### src/rtl/spiro_predict.sv
// Spirometry percent-of-predicted evaluator.
// Table lookup of predicted FVC, restoring divide, severity class.
module spiro_predict #(
    parameter int W_MEAS = 10,
    parameter int W_PRED = 10,
    parameter int W_PCT  = 8
) (
    input  logic              iClk,
    input  logic              iReset,
    input  logic              iCE,
    input  logic              iStart,
    input  logic [7:0]        ivEdad,
    input  logic              iSexo,
    input  logic [W_MEAS-1:0] ivMedida,
    output logic [W_PRED-1:0] ovPred,
    output logic [W_PCT-1:0]  ovPct,
    output logic [1:0]        ovClase,
    output logic              oBusy,
    output logic              oDone
);

    localparam int NW = W_MEAS + 7;
    localparam int CW = $clog2(NW + 1);
    localparam logic [CW-1:0] LAST = CW'(NW - 1);
    localparam logic [NW-1:0] PCT_MAX = NW'((1 << W_PCT) - 1);

    typedef enum logic [1:0] {
        S_IDLE,
        S_LOOKUP,
        S_DIVIDE,
        S_DONE
    } state_t;

    state_t state_q, state_d;

    logic [7:0]        age_q, age_d;
    logic              sexo_q, sexo_d;
    logic [NW-1:0]     num_q, num_d;
    logic [W_PRED-1:0] pred_q, pred_d;
    logic [W_PRED-1:0] rem_q, rem_d;
    logic [NW-1:0]     quo_q, quo_d;
    logic [CW-1:0]     cnt_q, cnt_d;
    logic [W_PRED-1:0] out_pred_q, out_pred_d;
    logic [W_PCT-1:0]  out_pct_q, out_pct_d;
    logic [1:0]        out_clase_q, out_clase_d;
    logic              done_q, done_d;

    logic [W_PRED-1:0] tbl;
    logic [W_PRED-1:0] pred_tbl;
    logic [W_PRED:0]   rem_sh;
    logic [W_PRED-1:0] rem_nx;
    logic              qbit;
    logic [NW-1:0]     quo_nx;
    logic [W_PCT-1:0]  pct_nx;
    logic [31:0]       pct_ext;
    logic [1:0]        clase_nx;

    // Male reference table by age; female value is three quarters of it.
    always_comb begin
        tbl = W_PRED'(150);
        unique case (1'b1)
            (age_q == 8'd10): tbl = W_PRED'(155);
            (age_q == 8'd11): tbl = W_PRED'(170);
            (age_q == 8'd12): tbl = W_PRED'(204);
            (age_q == 8'd13): tbl = W_PRED'(250);
            (age_q == 8'd14): tbl = W_PRED'(275);
            (age_q == 8'd15): tbl = W_PRED'(300);
            (age_q == 8'd16): tbl = W_PRED'(320);
            (age_q == 8'd17): tbl = W_PRED'(350);
            (age_q == 8'd18): tbl = W_PRED'(380);
            (age_q >= 8'd19 && age_q <= 8'd24): tbl = W_PRED'(400);
            (age_q == 8'd25): tbl = W_PRED'(402);
            (age_q == 8'd26): tbl = W_PRED'(400);
            (age_q == 8'd27): tbl = W_PRED'(408);
            (age_q == 8'd28): tbl = W_PRED'(405);
            (age_q == 8'd29): tbl = W_PRED'(402);
            (age_q == 8'd30): tbl = W_PRED'(400);
            (age_q >= 8'd31 && age_q <= 8'd35): tbl = W_PRED'(379);
            (age_q >= 8'd36 && age_q <= 8'd45): tbl = W_PRED'(360);
            (age_q >= 8'd46 && age_q <= 8'd53): tbl = W_PRED'(320);
            (age_q >= 8'd54 && age_q <= 8'd60): tbl = W_PRED'(300);
            (age_q >= 8'd61 && age_q <= 8'd65): tbl = W_PRED'(200);
            default: tbl = W_PRED'(150);
        endcase
        pred_tbl = sexo_q ? (tbl - (tbl >> 2)) : tbl;
    end

    // One restoring-divide step plus saturation and classing of the result.
    always_comb begin
        rem_sh = {rem_q, num_q[NW-1]};
        qbit   = 1'b0;
        rem_nx = rem_sh[W_PRED-1:0];
        if (rem_sh >= {1'b0, pred_q}) begin
            qbit   = 1'b1;
            rem_nx = W_PRED'(rem_sh - {1'b0, pred_q});
        end
        quo_nx  = (quo_q << 1) | NW'(qbit);
        pct_nx  = (quo_nx > PCT_MAX) ? '1 : quo_nx[W_PCT-1:0];
        pct_ext = 32'(pct_nx);
        if (pct_ext >= 32'd80) begin
            clase_nx = 2'd0;
        end else if (pct_ext >= 32'd60) begin
            clase_nx = 2'd1;
        end else if (pct_ext >= 32'd40) begin
            clase_nx = 2'd2;
        end else begin
            clase_nx = 2'd3;
        end
    end

    // Next-state logic; nothing moves while the clock enable is low.
    always_comb begin
        state_d     = state_q;
        age_d       = age_q;
        sexo_d      = sexo_q;
        num_d       = num_q;
        pred_d      = pred_q;
        rem_d       = rem_q;
        quo_d       = quo_q;
        cnt_d       = cnt_q;
        out_pred_d  = out_pred_q;
        out_pct_d   = out_pct_q;
        out_clase_d = out_clase_q;
        done_d      = done_q;
        if (iCE) begin
            unique case (state_q)
                S_IDLE: begin
                    if (iStart) begin
                        state_d = S_LOOKUP;
                        age_d   = ivEdad;
                        sexo_d  = iSexo;
                        num_d   = NW'(ivMedida) * NW'(100);
                    end
                end
                S_LOOKUP: begin
                    state_d = S_DIVIDE;
                    pred_d  = pred_tbl;
                    rem_d   = '0;
                    quo_d   = '0;
                    cnt_d   = '0;
                end
                S_DIVIDE: begin
                    rem_d = rem_nx;
                    quo_d = quo_nx;
                    num_d = num_q << 1;
                    cnt_d = cnt_q + CW'(1);
                    if (cnt_q == LAST) begin
                        state_d     = S_DONE;
                        cnt_d       = '0;
                        out_pred_d  = pred_q;
                        out_pct_d   = pct_nx;
                        out_clase_d = clase_nx;
                        done_d      = 1'b1;
                    end
                end
                S_DONE: begin
                    state_d = S_IDLE;
                    done_d  = 1'b0;
                end
            endcase
        end
    end

    // State and datapath registers with synchronous reset.
    always_ff @(posedge iClk) begin
        if (iReset) begin
            state_q     <= S_IDLE;
            age_q       <= '0;
            sexo_q      <= 1'b0;
            num_q       <= '0;
            pred_q      <= '0;
            rem_q       <= '0;
            quo_q       <= '0;
            cnt_q       <= '0;
            out_pred_q  <= '0;
            out_pct_q   <= '0;
            out_clase_q <= '0;
            done_q      <= 1'b0;
        end else begin
            state_q     <= state_d;
            age_q       <= age_d;
            sexo_q      <= sexo_d;
            num_q       <= num_d;
            pred_q      <= pred_d;
            rem_q       <= rem_d;
            quo_q       <= quo_d;
            cnt_q       <= cnt_d;
            out_pred_q  <= out_pred_d;
            out_pct_q   <= out_pct_d;
            out_clase_q <= out_clase_d;
            done_q      <= done_d;
        end
    end

    assign ovPred  = out_pred_q;
    assign ovPct   = out_pct_q;
    assign ovClase = out_clase_q;
    assign oBusy   = (state_q != S_IDLE);
    assign oDone   = done_q;

endmodule

### config.mk
export PLATFORM = sky130hd
export DESIGN_NAME = spiro_predict
export DESIGN_NICKNAME = d
export VERILOG_FILES = /design/src/rtl/spiro_predict.sv
export SDC_FILE = /design/constraint.sdc
export NUM_CORES = 1
export LEC_CHECK = 0
export BUFFER_PORTS_ARGS = -buffer_cell sky130_fd_sc_hd__buf_2
export CORE_ASPECT_RATIO = 0.75
export CORE_MARGIN = 1.5
export CORE_UTILIZATION = 35
export DETAILED_ROUTE_END_ITERATION = 10
export PLACE_DENSITY = 0.6
export SYNTH_ARGS = -nofsm -noshare
export SYNTH_HDL_FRONTEND = slang
export SYNTH_SLANG_ARGS = --single-unit
### constraint.sdc
create_clock -name iClk -period 3.65 [get_ports iClk]
set_input_delay 0.73 -clock iClk [delete_from_list [all_inputs] [get_ports iClk]]
set_output_delay 0.73 -clock iClk [all_outputs]
set_load 0.01 [all_outputs]
==> impl_results.md, run 1 <==
* Run status: completed
* Post-CTS Resized at 0
* Gate power share at 29.2%
* Finished Core Util at 42.1%
* HP Class: flip-flop to flip-flop
* Area fraction of the dominant cell type after synthesis at between 30% and 40%
* Worst Hold Depth at 2
* PortBufs at 44
* Die width at 152 um
* Setup Skew at ~0.0055 ns
* Antenna Nets Post-Route at 0
* Initial drt markers at 318
* Site Rows at 40
* Top cells by count, synth: 109 x nand2_1, 88 x dfxtp_1, 65 x nor2_1
* Most instantiated library cell after synthesis: nand2_1
* Initial Util at 35.9%
* H-tree depth at 3
* Sw frac at 30.7%
* Inst Count DP at 995
* Post-DR wirelength/cell at 13.2 um
* Top post-synthesis cells by area: dfxtp_1 30%, ha_1 12%, nand2_1 7.1%, a21oi_1 5.3%, nor2_1 4.2%
* Syn nets at 825
* Leading area contributor after synthesis: dfxtp_1
* Worst-Skew Late Latency at 0.35 ns
* Leak Pwr at 2.85 nW
* FF-to-FF setup slack at 0.26 ns
* Hold worst-path end: ovPred[9]$_SDFFE_PP0P_
* DRT Wirelength at 13.3 mm
* Vias per cell at 5.11
* Area growth syn-to-layout at 17.2%
* Mapped Cells at around 740
* R2r endpoint: pred_q[8]$_SDFFE_PP0P_
* Syn. warnings at 0
* Fin. max-slew vios at 0
* Net count, final at between 800 and 900
* Io pins at 45
* RR Startpoint: age_q[3]$_SDFFE_PP0P_
* Hold buffers post-CTS at 0
* RSZ-0062 raised after global routing: no
* Final setup fails at 0
* Final hold vios at 0
* Post-Layout Cell Count at ~1.0k
* Max Root-Sink Buffers at 2
* Met3 WL at 478 um
* Largest net degree at the start of global routing at 41
* Number of global-route vias before repair at 4659
* Register area share after synthesis at 30.4%
* Mean area per synthesized cell at 7.85 sq um
* Max-cap violation count at 0
* First-pass GRT wire length at roughly 23 mm
* Net Switching at 0.896 mW
* Critical path peak fanout at 3
* Core Region at 16100 sq um
* Worst path arrival time at 3.71 ns
* CTS Buf Count at 9
* Slew of the pin with the lowest slew margin at 0.836 ns
* Worst Setup End Kind: flip-flop
* Setup crit start kind: primary input
* Fin crit period at 3.45 ns
* Most common cell on crit path: ha_1
* Die area at 17300 sq um
* Number of diodes at 0
* Post-synth EDFFs at 0
* Fmax at 290 MHz
* Met2 wire len at 5.62 mm
* Req. time, crit path at 3.91 ns
* DR pass1 iterations at 5
* GRT Total Usage at 16.4%
* Filler instances at between 1.5k and 2k
* Post-DP Area at 6440 sq um
* Layout cells sized above 1 at between 10% and 20%
* CP peak stage delay at 0.50 ns
* Peak supply drop at 262 uV
* CTS tree: yes
* Asr flop ratio synth at 0%
* Worst R2R Path Depth at 14
* Area taken by multi-input logic gates at about 3700 sq um
* Drt drc at 0
* Post-CTS Setup Bufs at 0
* HPWL after DPL at 9.89 mm
* DRT met1 WL at 7.08 mm
* Main flop type after synthesis: dfxtp_1
* Crit path cell chain: buf_2 > buf_4 > ha_1 > ha_1 > inv_1 > fa_1 > inv_1 > ha_1 > buf_4 > o21ai_0 > o21bai_1 > a2111oi_2 > nor3_1 > xor2_1 > nand2_1 > a311oi_1
* Clock root cell: clkbuf_16
* WS Path Type: primary input to flip-flop
* Synthesized area at 5790 sq um
* Worst rel slew slack at between 40 and 50%
* Fin crit share at 94.4%
* GP Congestion at 0.854
* Die height at 114 um
* Design area at roughly 6800 sq um
* Clock power share at 35.8%
* Sum Neg Setup Slack at 0 ns
* Power Internal at a little over 2 mW
* Vias at about 5.2k
* PD cells at 430 nW/um^2
* Synth cell types at 70
* Clock Sinks at 88
* Reg clk slew, reported paths at about 0.060 ns
* Hold_sp: ovPred[9]$_SDFFE_PP0P_
* DR top layer: met4
* Slowest cell on the critical path: fa_1
* GRT overflow at 0
* Flop pwr share at 35.1%
* Initial antenna violation count at 0
* Yosys reg bits at 88
* Register Area at 1760 sq um
[worst max-delay path by stage]
stage                           from                endpoint  slack (ns)  cells past startpoint
3_5_place_dp             ivMedida[2]  num_q[16]$_SDFFE_PP0P_       -0.24                     14
3_3_place_gp             ivMedida[2]  num_q[16]$_SDFFE_PP0P_       -0.25                     14
5_1_grt        age_q[3]$_SDFFE_PP0P_  pred_q[6]$_SDFFE_PP0P_       0.008                     15
6_report                 ivMedida[3]  num_q[13]$_SDFFE_PP0P_        0.20                     16
2_1_floorplan            ivMedida[2]  num_q[16]$_SDFFE_PP0P_        0.03                     13
4_1_cts                  ivMedida[2]  num_q[16]$_SDFFE_PP0P_         0.1                     14
[layout make-up]
cell class                      count  area share (%)
Sequential cell                    88            26.0
Inverter                           49            2.71
Clock inverter                      5            1.27
Tap cell                          210            3.87
Clock buffer                       11            3.72
Multi-Input combinational cell    561            54.4
Timing Repair Buffer               87            8.00
[state kept, by name, summed over array words and instances, names as in the netlist, 2 cells and up]
signal / count
rem_q: 10
state_q: 2
num_q: 15
ovPct: 8
pred_q: 10
quo_q: 16
ovClase: 2
ovPred: 10
age_q: 8
cnt_q: 5
[metal layers]
metal  up-vias  track usage, %
met4         0            4.10
met5         -               0
li1       2728               -
met3        12            3.86
met2        72            24.2
met1      2357            23.8
[per-stage QoR]
step	power (mW)	hold slack (ns)	worst slack [ns]
after detailed placement	1.88	0.446	-0.241
after CTS	2.93	0.456	0.0954
after global placement	1.89	0.445	-0.252
after floorplan	1.65	0.432	0.0344
after global routing	3.10	0.473	0.00828
final	2.92	0.454	0.204
[power groups by stage]
stage	clock network [mW]	registers [mW]	logic, mW
5_1_grt	1.11	1.03	0.965
4_1_cts	1.07	1.02	0.845
3_3_place_gp	0	1.04	0.841
6_report	1.04	1.02	0.850
2_1_floorplan	0	1.03	0.622
3_5_place_dp	0	1.04	0.839
[layout by cell type (no fill, tap or decap), types with 5 or more instances in the layout]
master	instances
clkbuf_16	9
nor2b_1	7
buf_4	43
fa_1	7
xor2_1	9
a21oi_1	61
xnor2_1	10
o211ai_1	10
a211oi_1	14
o21ai_0	36
nor2_1	65
inv_1	48
o21ai_1	5
nand2b_1	6
buf_2	44
dfxtp_1	86
or3_1	5
a21o_1	5
mux2i_1	13
nand4_1	7
nor3_1	26
o21a_1	7
nand3_1	26
ha_1	56
nand2_1	109
[critical path: cells and delay by family]
kind	cells	cell delay, ns
XOR/XNOR	1	0.13
buffers and inverters	5	0.48
adder cells (fa/ha/maj)	4	1.38
AO/OA/AOI/OAI	4	0.83
AND/OR/NAND/NOR	2	0.16
[cell families (layout without fill, tap and decap cells)]
group,Yosys count,after routing,share of synthesized area [%]
muxes,14,14,2.44
AOI/OAI and AO/OA,186,186,20.8
buffers and inverters,89,152,6.28
DFF,88,88,30.4
and+or+nand+nor,278,278,22.5
adders and majority gates,64,64,14.7
xor gates and xnor gates,19,19,2.87
Note: power is estimated with default switching activity, not from simulation.
==> run 2, diff against run 1 <==
--- a/config.mk
+++ b/config.mk
@@ -10,7 +10,7 @@
 export CORE_MARGIN = 1.5
 export CORE_UTILIZATION = 35
 export DETAILED_ROUTE_END_ITERATION = 10
-export PLACE_DENSITY = 0.6
+export PLACE_DENSITY = 0.58
 export SYNTH_ARGS = -nofsm -noshare
 export SYNTH_HDL_FRONTEND = slang
 export SYNTH_SLANG_ARGS = --single-unit
==> constraint.sdc (replaced) <==
create_clock -name iClk -period 3.75 [get_ports iClk]
set_input_delay 0.1875 -clock iClk [delete_from_list [all_inputs] [get_ports iClk]]
set_output_delay 0.1875 -clock iClk [all_outputs]
set_load 0.01 [all_outputs]
==> run 2 against run 1 <==
Core utilization down 1.9 points. Final cell count fell by 3.0%. Sequential power barely moved. Critical path depth is 2 lower. Worst setup slack better by 0.16 ns. Power fell by 12%.
==> impl_results.md, run 2 (same netlist as run 1, synthesis figures left out) <==
* Initial drt markers at 292 (was 318)
* Hold worst-path end: age_q[1]$_SDFFE_PP0P_ (was ovPred[9]$_SDFFE_PP0P_)
* Hold_sp: ivEdad[1] (was ovPred[9]$_SDFFE_PP0P_)
* GRT overflow at 0 (unchanged)
* Fin crit period at 3.39 ns
* Reg with most FFs: quo_q (unchanged)
* Worst path arrival time at 3.66 ns (was 3.71 ns)
* DRT Wirelength at 13.0 mm (was 13.3 mm)
* Hold Slack at 0.0895 ns (was 0.454 ns)
* Number of diodes at 0 (unchanged)
* Biggest regs: quo_q x16, num_q x15 (unchanged)
* Initial antenna violation count at 0 (unchanged)
* FF-to-FF setup slack at 0.36 ns (was 0.26 ns)
* R2r endpoint: pred_q[8]$_SDFFE_PP0P_ (unchanged)
* Largest net degree at the start of global routing at 47 (was 41)
* Commonest non-fill, non-tap cell in the layout: nand2_1 (unchanged)
* Post-DR wirelength/cell at 13.2 um (about the same)
* Reg clk slew, reported paths at 0.07 ns (was 0.06 ns)
* Commonest non-fill, non-tap cells in the layout: 109 x nand2_1, 87 x dfxtp_1, 65 x nor2_1 (was 109 x nand2_1, 86 x dfxtp_1, 65 x nor2_1)
* Worst Hold Depth at 3 (was 2)
* RR Startpoint: age_q[4]$_SDFFE_PP0P_ (was age_q[3]$_SDFFE_PP0P_)
* Req. time, crit path at 4.02 ns (was 3.91 ns)
* Layout cells sized above 1 at 11.8% (was 15.9%)
* RSZ-0062 raised after global routing: no (unchanged)
* Post-Layout Cell Count at 981 (was 1011)
* Net count, final at 853 (was 883)
* Peak supply drop at 353 uV (was 262 uV)
* Fin crit share at 90.4%
* HP Class: primary input to flip-flop (was flip-flop to flip-flop)
* Drt drc at 0 (unchanged)
* Final setup fails at 0 (unchanged)
* Fin. max-slew vios at 0 (unchanged)
* Max reg flops at 16 (unchanged)
* Io pins at 45 (unchanged)
* Site Rows at 40 (unchanged)
* Crit path cell chain: nand4bb_1 > o2bb2a_1 > o31a_1 > nand2_1 > o211ai_1 > ha_1 > fa_1 > nand2b_1 > a21oi_1 > o21a_1 > o21a_1 > nor3_1 > or3_1 > a21oi_1 (was buf_2 > buf_4 > ha_1 > ha_1 > inv_1 > fa_1 > inv_1 > ha_1 > buf_4 > o21ai_0 > o21bai_1 > a2111oi_2 > nor3_1 > xor2_1 > nand2_1 > a311oi_1)
* Run status: completed (unchanged)
* Worst R2R Path Depth at 14 (unchanged)
* Hold buffers post-CTS at 0 (unchanged)
* Setup Skew at 0.0105 ns (was 0.00550 ns)
* Inst Count DP at 965 (was 995)
* Die width at 152 um (unchanged)
* CTS tree: yes (unchanged)
* Slew of the pin with the lowest slew margin at 0.900 ns (was 0.836 ns)
* Final hold vios at 0 (unchanged)
* Setup crit start kind: flip-flop (was primary input)
* Area growth syn-to-layout at 11.8% (was 17.2%)
* Register Area at 1760 sq um (about the same)
* DR pass1 iterations at 4 (was 5)
* Initial Util at 35.9% (unchanged)
* Vias at 5041 (was 5169)
* Design area at 6480 sq um (was 6790 sq um)
* GP Congestion at 0.911 (was 0.854)
* Fmax at a little under 300 MHz
* Sum Neg Setup Slack at 0 ns (unchanged)
* WS Path Type: flip-flop to flip-flop (was primary input to flip-flop)
* HPWL after DPL at 9.67 mm (was 9.89 mm)
* Max Root-Sink Buffers at 2 (unchanged)
* Worst rel slew slack at 40.0% (was 44.1%)
* Clock Sinks at 88 (unchanged)
* Leak Pwr at 2.66 nW (was 2.85 nW)
* Post-DP Area at 6190 sq um (was 6440 sq um)
* Core Region at 16100 sq um (unchanged)
* Die area at 17300 sq um (unchanged)
* Area taken by multi-input logic gates at 3670 sq um (was 3690 sq um)
* Slowest cell on the critical path: dfxtp_1 (was fa_1)
* Worst Setup End Kind: flip-flop (unchanged)
* Filler instances at 1676 (was 1652)
* Critical path peak fanout at 13 (was 3)
* CTS Buf Count at 9 (unchanged)
* PD cells at 398 nW/um^2 (was 430 nW/um^2)
* GRT Total Usage at 15.9% (was 16.4%)
* Number of global-route vias before repair at 4570 (was 4659)
* PortBufs at 44 (unchanged)
* First-pass GRT wire length at 22.3 mm (was 22.8 mm)
* Clock root cell: clkbuf_16 (unchanged)
* Die height at 114 um (unchanged)
* CP peak stage delay at 0.62 ns (was 0.50 ns)
* H-tree depth at 3 (unchanged)
* Antenna Nets Post-Route at 0 (unchanged)
* Post-CTS Setup Bufs at 0 (unchanged)
* Max-cap violation count at 0 (unchanged)
* Worst-Skew Late Latency at 0.35 ns (about the same)
* Vias per cell at 5.14 (was 5.11)
-- run 2: cell types whose count changed in the layout (fill, tap and decap cells not counted), sizes merged --
cell,previous run,this run
clkinvlp,0,3
buf,87,57
clkinv,2,1
bufinv,2,0
-- run 2: repair_timing --
action,in CTS,in global routing
resized for setup,0,1
hold endpoints to repair,0,0
setup endpoints to repair,0,1
-- run 2: per-layer routing --
layer  vias up  wire length, um  GRT usage (%)
li1       2659                -              -
met2        56             5490           24.3
met3         6              389           3.51
met4         0              109           3.08
met5         -                0              0
met1      2320             6960           23.1
-- run 2: final cells by class --
cell class              instances  share of cell area [%]
inverters                      49                    2.84
well taps                     210                    4.06
multi-input cells             561                    56.6
repair buffers                 57                    4.91
clock buffers                  11                    3.75
flip-flops and latches         88                    27.2
clock inverters                 5                   0.618
-- run 2: worst max-delay path by stage --
stage                                      from                endpoint  slack (ns)
after floorplan                     ivMedida[2]  num_q[16]$_SDFFE_PP0P_        0.54
after global placement              ivMedida[2]  num_q[16]$_SDFFE_PP0P_        0.24
after detailed placement  age_q[2]$_SDFFE_PP0P_  pred_q[8]$_SDFFE_PP0P_        0.26
after CTS                 age_q[2]$_SDFFE_PP0P_  pred_q[8]$_SDFFE_PP0P_        0.23
after global routing      age_q[3]$_SDFFE_PP0P_  pred_q[8]$_SDFFE_PP0P_        0.15
final                     age_q[4]$_SDFFE_PP0P_  pred_q[8]$_SDFFE_PP0P_        0.36
-- run 2: where the power goes --
| group | leakage, nW | switching [mW] | internal (mW) |
|---|---|---|---|
| registers | 0.713 | 0.0326 | 0.966 |
| logic | 1.82 | 0.420 | 0.305 |
| clock network | 0.128 | 0.383 | 0.471 |
-- run 2: critical path, delay by kind of cell (launching register included) --
family | cells | cell delay, ns
AO/OA/AOI/OAI | 7 | 1.23
flip-flops | 1 | 0.62
AND/OR/NAND/NOR | 5 | 0.80
adder cells (fa/ha/maj) | 2 | 0.66
-- run 2: stage by stage --
step,utilization (%),power [mW],worst slack (ns)
after floorplan,-,1.60,0.540
after global placement,38.4,1.75,0.244
after detailed placement,38.4,1.74,0.256
after CTS,40.2,2.61,0.229
after global routing,40.2,2.75,0.149
final,40.2,2.58,0.360
==> run 3, diff against run 2 <==
--- a/config.mk
+++ b/config.mk
@@ -5,6 +5,7 @@
 export SDC_FILE = /design/constraint.sdc
 export NUM_CORES = 1
 export LEC_CHECK = 0
+export ABC_AREA = 1
 export BUFFER_PORTS_ARGS = -buffer_cell sky130_fd_sc_hd__buf_2
 export CORE_ASPECT_RATIO = 0.75
 export CORE_MARGIN = 1.5
==> run 3 against run 2 <==
The flow now finishes with violations (design-rule violations). Routed wire length is 5.1% higher. Flip-flop and latch count stayed put. Combinational power increased by 30%. Critical endpoint is now pred_q[6]$_SDFFE_PP0P_. Largest power group unchanged.
==> impl_results.md, run 3 <==
* DR pass1 iterations at 8 (was 4)
* Clock power share at 30.7% (was 33.1%)
* Setup Skew at 0.00576 ns (was 0.0105 ns)
* Register area share after synthesis at 29.7% (was 30.4%)
* Initial drt markers at 461 (was 292)
* Worst path arrival time at 3.10 ns (was 3.66 ns)
* Slew of the pin with the lowest slew margin at 0.707 ns (was 0.900 ns)
* Gate power share at 33.6% (was 28.1%)
* Max reg flops at 16 (unchanged)
* Fin crit period at 2.86 ns (was 3.39 ns)
* Io pins at 45 (unchanged)
* Filler instances at 1702 (was 1676)
* RSZ-0062 raised after global routing: no (unchanged)
* HP Class: primary input to flip-flop (unchanged)
* Commonest non-fill, non-tap cells in the layout: 203 x nand2_1, 127 x inv_1, 99 x a21oi_1 (was 109 x nand2_1, 87 x dfxtp_1, 65 x nor2_1)
* Initial Util at 36.4% (was 35.9%)
* Largest net degree at the start of global routing at 47 (unchanged)
* Violated checks: design-rule violations
* WS Path Type: flip-flop to flip-flop (unchanged)
* Area fraction of the dominant cell type after synthesis at 29.7% (was 30.4%)
* Flop pwr share at 35.7% (was 38.8%)
* Reg with most FFs: quo_q (unchanged)
* Synthesized area at 5930 sq um (was 5790 sq um)
* Syn. warnings at 0 (unchanged)
* Antenna Nets Post-Route at 0 (unchanged)
* Hold_sp: ivEdad[5] (was ivEdad[1])
* Die height at 116 um (was 114 um)
* Final setup fails at 0 (unchanged)
* Reg clk slew, reported paths at 0.07 ns (about the same)
* Clock root cell: clkbuf_16 (unchanged)
* Post-CTS Setup Bufs at 0 (unchanged)
* Critical path peak fanout at 7 (was 13)
* Net count, final at 996 (was 853)
* CTS Buf Count at 9 (unchanged)
* Setup crit start kind: flip-flop (unchanged)
* First-pass GRT wire length at 23.9 mm (was 22.3 mm)
* Worst-Skew Late Latency at 0.35 ns (about the same)
* Fmax at 350 MHz (was 295 MHz)
* Yosys reg bits at 88 (unchanged)
* Layout cells sized above 1 at 9.64% (was 11.8%)
* Syn nets at 963 (was 825)
* Fin. max-slew vios at 0 (unchanged)
* Peak supply drop at 244 uV (was 353 uV)
* Site Rows at 40 (unchanged)
* Main flop type after synthesis: dfxtp_1 (unchanged)
* Max-cap violation count at 0 (unchanged)
* H-tree depth at 3 (unchanged)
* Hold buffers post-CTS at 0 (unchanged)
* Biggest regs: quo_q x16, num_q x15 (unchanged)
* Synth cell types at 41 (was 70)
* Mapped Cells at 876 (was 738)
* Leading area contributor after synthesis: dfxtp_1 (unchanged)
* GRT overflow at 0 (unchanged)
* CTS tree: yes (unchanged)
* Req. time, crit path at 3.99 ns (was 4.02 ns)
* Top post-synthesis cells by area: dfxtp_1 30%, nand2_1 13%, ha_1 12%, a21oi_1 8.4%, inv_1 8.0% (was dfxtp_1 30%, ha_1 12%, nand2_1 7.1%, a21oi_1 5.3%, nor2_1 4.2%)
* Net Switching at 1.01 mW (was 0.835 mW)
* Core Region at 16300 sq um (was 16100 sq um)
* Area growth syn-to-layout at 11.4% (was 11.8%)
* Final hold vios at 0 (unchanged)
* Run status: complete, but fails checks (was completed)
* Mean area per synthesized cell at 6.76 sq um (was 7.85 sq um)
* Worst Setup End Kind: flip-flop (unchanged)
* Power Internal at 1.79 mW (was 1.74 mW)
* Max Root-Sink Buffers at 2 (unchanged)
* PortBufs at 44 (unchanged)
* Post-synth EDFFs at 0 (unchanged)
* Vias at 5417 (was 5041)
* Asr flop ratio synth at 0% (unchanged)
* Sw frac at 36.0% (was 32.4%)
* GP Congestion at 0.855 (was 0.911)
* Top cells by count, synth: 203 x nand2_1, 127 x inv_1, 99 x a21oi_1 (was 109 x nand2_1, 88 x dfxtp_1, 65 x nor2_1)
* Fin crit share at 76.3% (was 90.4%)
* Number of diodes at 0 (unchanged)
* GRT Total Usage at 16.4% (was 15.9%)
* Post-CTS Resized at 0 (unchanged)
* Clock Sinks at 88 (unchanged)
* Die area at 17700 sq um (was 17300 sq um)
* CP peak stage delay at 0.43 ns (was 0.62 ns)
* RR Startpoint: age_q[3]$_SDFFE_PP0P_ (was age_q[4]$_SDFFE_PP0P_)
* Most instantiated library cell after synthesis: nand2_1 (unchanged)
* Drt drc at 1 (was 0)
* HPWL after DPL at 9.97 mm (was 9.67 mm)
* Critical Path Source: age_q[3]$_SDFFE_PP0P_ (was age_q[4]$_SDFFE_PP0P_)
* Slowest cell on the critical path: fa_1 (was dfxtp_1)
* Initial antenna violation count at 0 (unchanged)
* Critical path buffers and inverters at 1 (was 0)
* Post-DR wirelength/cell at 12.1 um (was 13.2 um)
* Hold Slack at 0.117 ns (was 0.0895 ns)
* Commonest non-fill, non-tap cell in the layout: nand2_1 (unchanged)
* Critical path's top delay family: simple AND/OR/NAND/NOR gates (was compound AO/OA/AOI/OAI gates)
* Vias per cell at 4.82 (was 5.14)
* Sum Neg Setup Slack at 0 ns (unchanged)
* Crit path cell chain: nor2_1 > inv_1 > nor2_1 > o21ai_2 > nand2_1 > nor2_1 > nand3_2 > nand2_1 > ha_1 > fa_1 > o211ai_1 > nand2_1 > nand2_1 > o21ai_0 > a21oi_1 > nor2_1 (was nand4bb_1 > o2bb2a_1 > o31a_1 > nand2_1 > o211ai_1 > ha_1 > fa_1 > nand2b_1 > a21oi_1 > o21a_1 > o21a_1 > nor3_1 > or3_1 > a21oi_1)
* Leak Pwr at 3.32 nW (was 2.66 nW)
* Worst rel slew slack at 52.8% (was 40.0%)
* Die width at 153 um (was 152 um)
* Number of global-route vias before repair at 5155 (was 4570)
* DRT Wirelength at 13.6 mm (was 13.0 mm)
* PD cells at 424 nW/um^2 (was 398 nW/um^2)
## run 3: cell families after synthesis
logic type,synth area share [%]
AND/OR/NAND/NOR,25.8
flip-flops,29.7
AO/OA/AOI/OAI,17.6
buffers and inverters,10.6
adder cells (fa/ha/maj),14.4
XOR/XNOR,1.92
## run 3: path summary, 6_finish.rpt
kind | endpoint | slack (ns) | cells past startpoint
min reg2reg | num_q[15]$_SDFFE_PP0P_ | 0.47 | 2
min | age_q[5]$_SDFFE_PP0P_ | 0.12 | 3
max | pred_q[6]$_SDFFE_PP0P_ | 0.89 | 16
max reg2reg | pred_q[6]$_SDFFE_PP0P_ | 0.89 | 16
## run 3: metal layers
layer	share of wire, %	vias to the layer above	wire [um]	GRT usage [%]
li1	-	2923	-	-
met1	55	2414	7470	22.8
met2	41	69	5590	25.9
met3	3.1	11	420	3.96
met4	1.0	0	142	3.79
met5	0	-	0	0
## run 3: area by class of cell
| class | instances | area [sq um] | area share, % |
|---|---|---|---|
| tap | 210 | 263 | 3.98 |
| clock inverter | 4 | 30.0 | 0.455 |
| timing repair buffer | 50 | 265 | 4.02 |
| sequential | 88 | 1760 | 26.7 |
| multi-input combinational | 627 | 3540 | 53.6 |
| clock buffer | 11 | 243 | 3.68 |
| inverter | 133 | 499 | 7.56 |
## run 3: per-stage QoR
stage                     worst slack, ns  utilization [%]  power, mW  area (sq um)  std cells
after global placement              0.916             38.9       1.96          6330       1108
final                               0.889             40.6       2.80          6600       1123
after global routing                0.445             40.6       3.02          6600       1123
after CTS                           0.944             40.6       2.83          6600       1123
after floorplan                      1.26                -       1.77          5930        876
after detailed placement            0.894             38.9       1.95          6330       1108
## run 3: power by group through the flow
stage	Sequential (mW)	Clock (mW)	Combinational [mW]
global placement	1.02	0	0.938
detailed placement	1.02	0	0.930
finish	1.00	0.859	0.939
CTS	0.999	0.888	0.939
global route	1.00	0.926	1.09
floorplan	1.01	0	0.761
## run 3: worst register-to-register path: stages (launching register included)
cell	delay, ns
dfxtp_1	0.37
nor2_1	0.31
inv_1	0.13
nor2_1	0.21
o21ai_2	0.10
nand2_1	0.08
nor2_1	0.05
nand3_2	0.10
nand2_1	0.09
ha_1	0.23
fa_1	0.43
o211ai_1	0.25
nand2_1	0.10
nand2_1	0.06
o21ai_0	0.07
a21oi_1	0.13
nor2_1	0.05
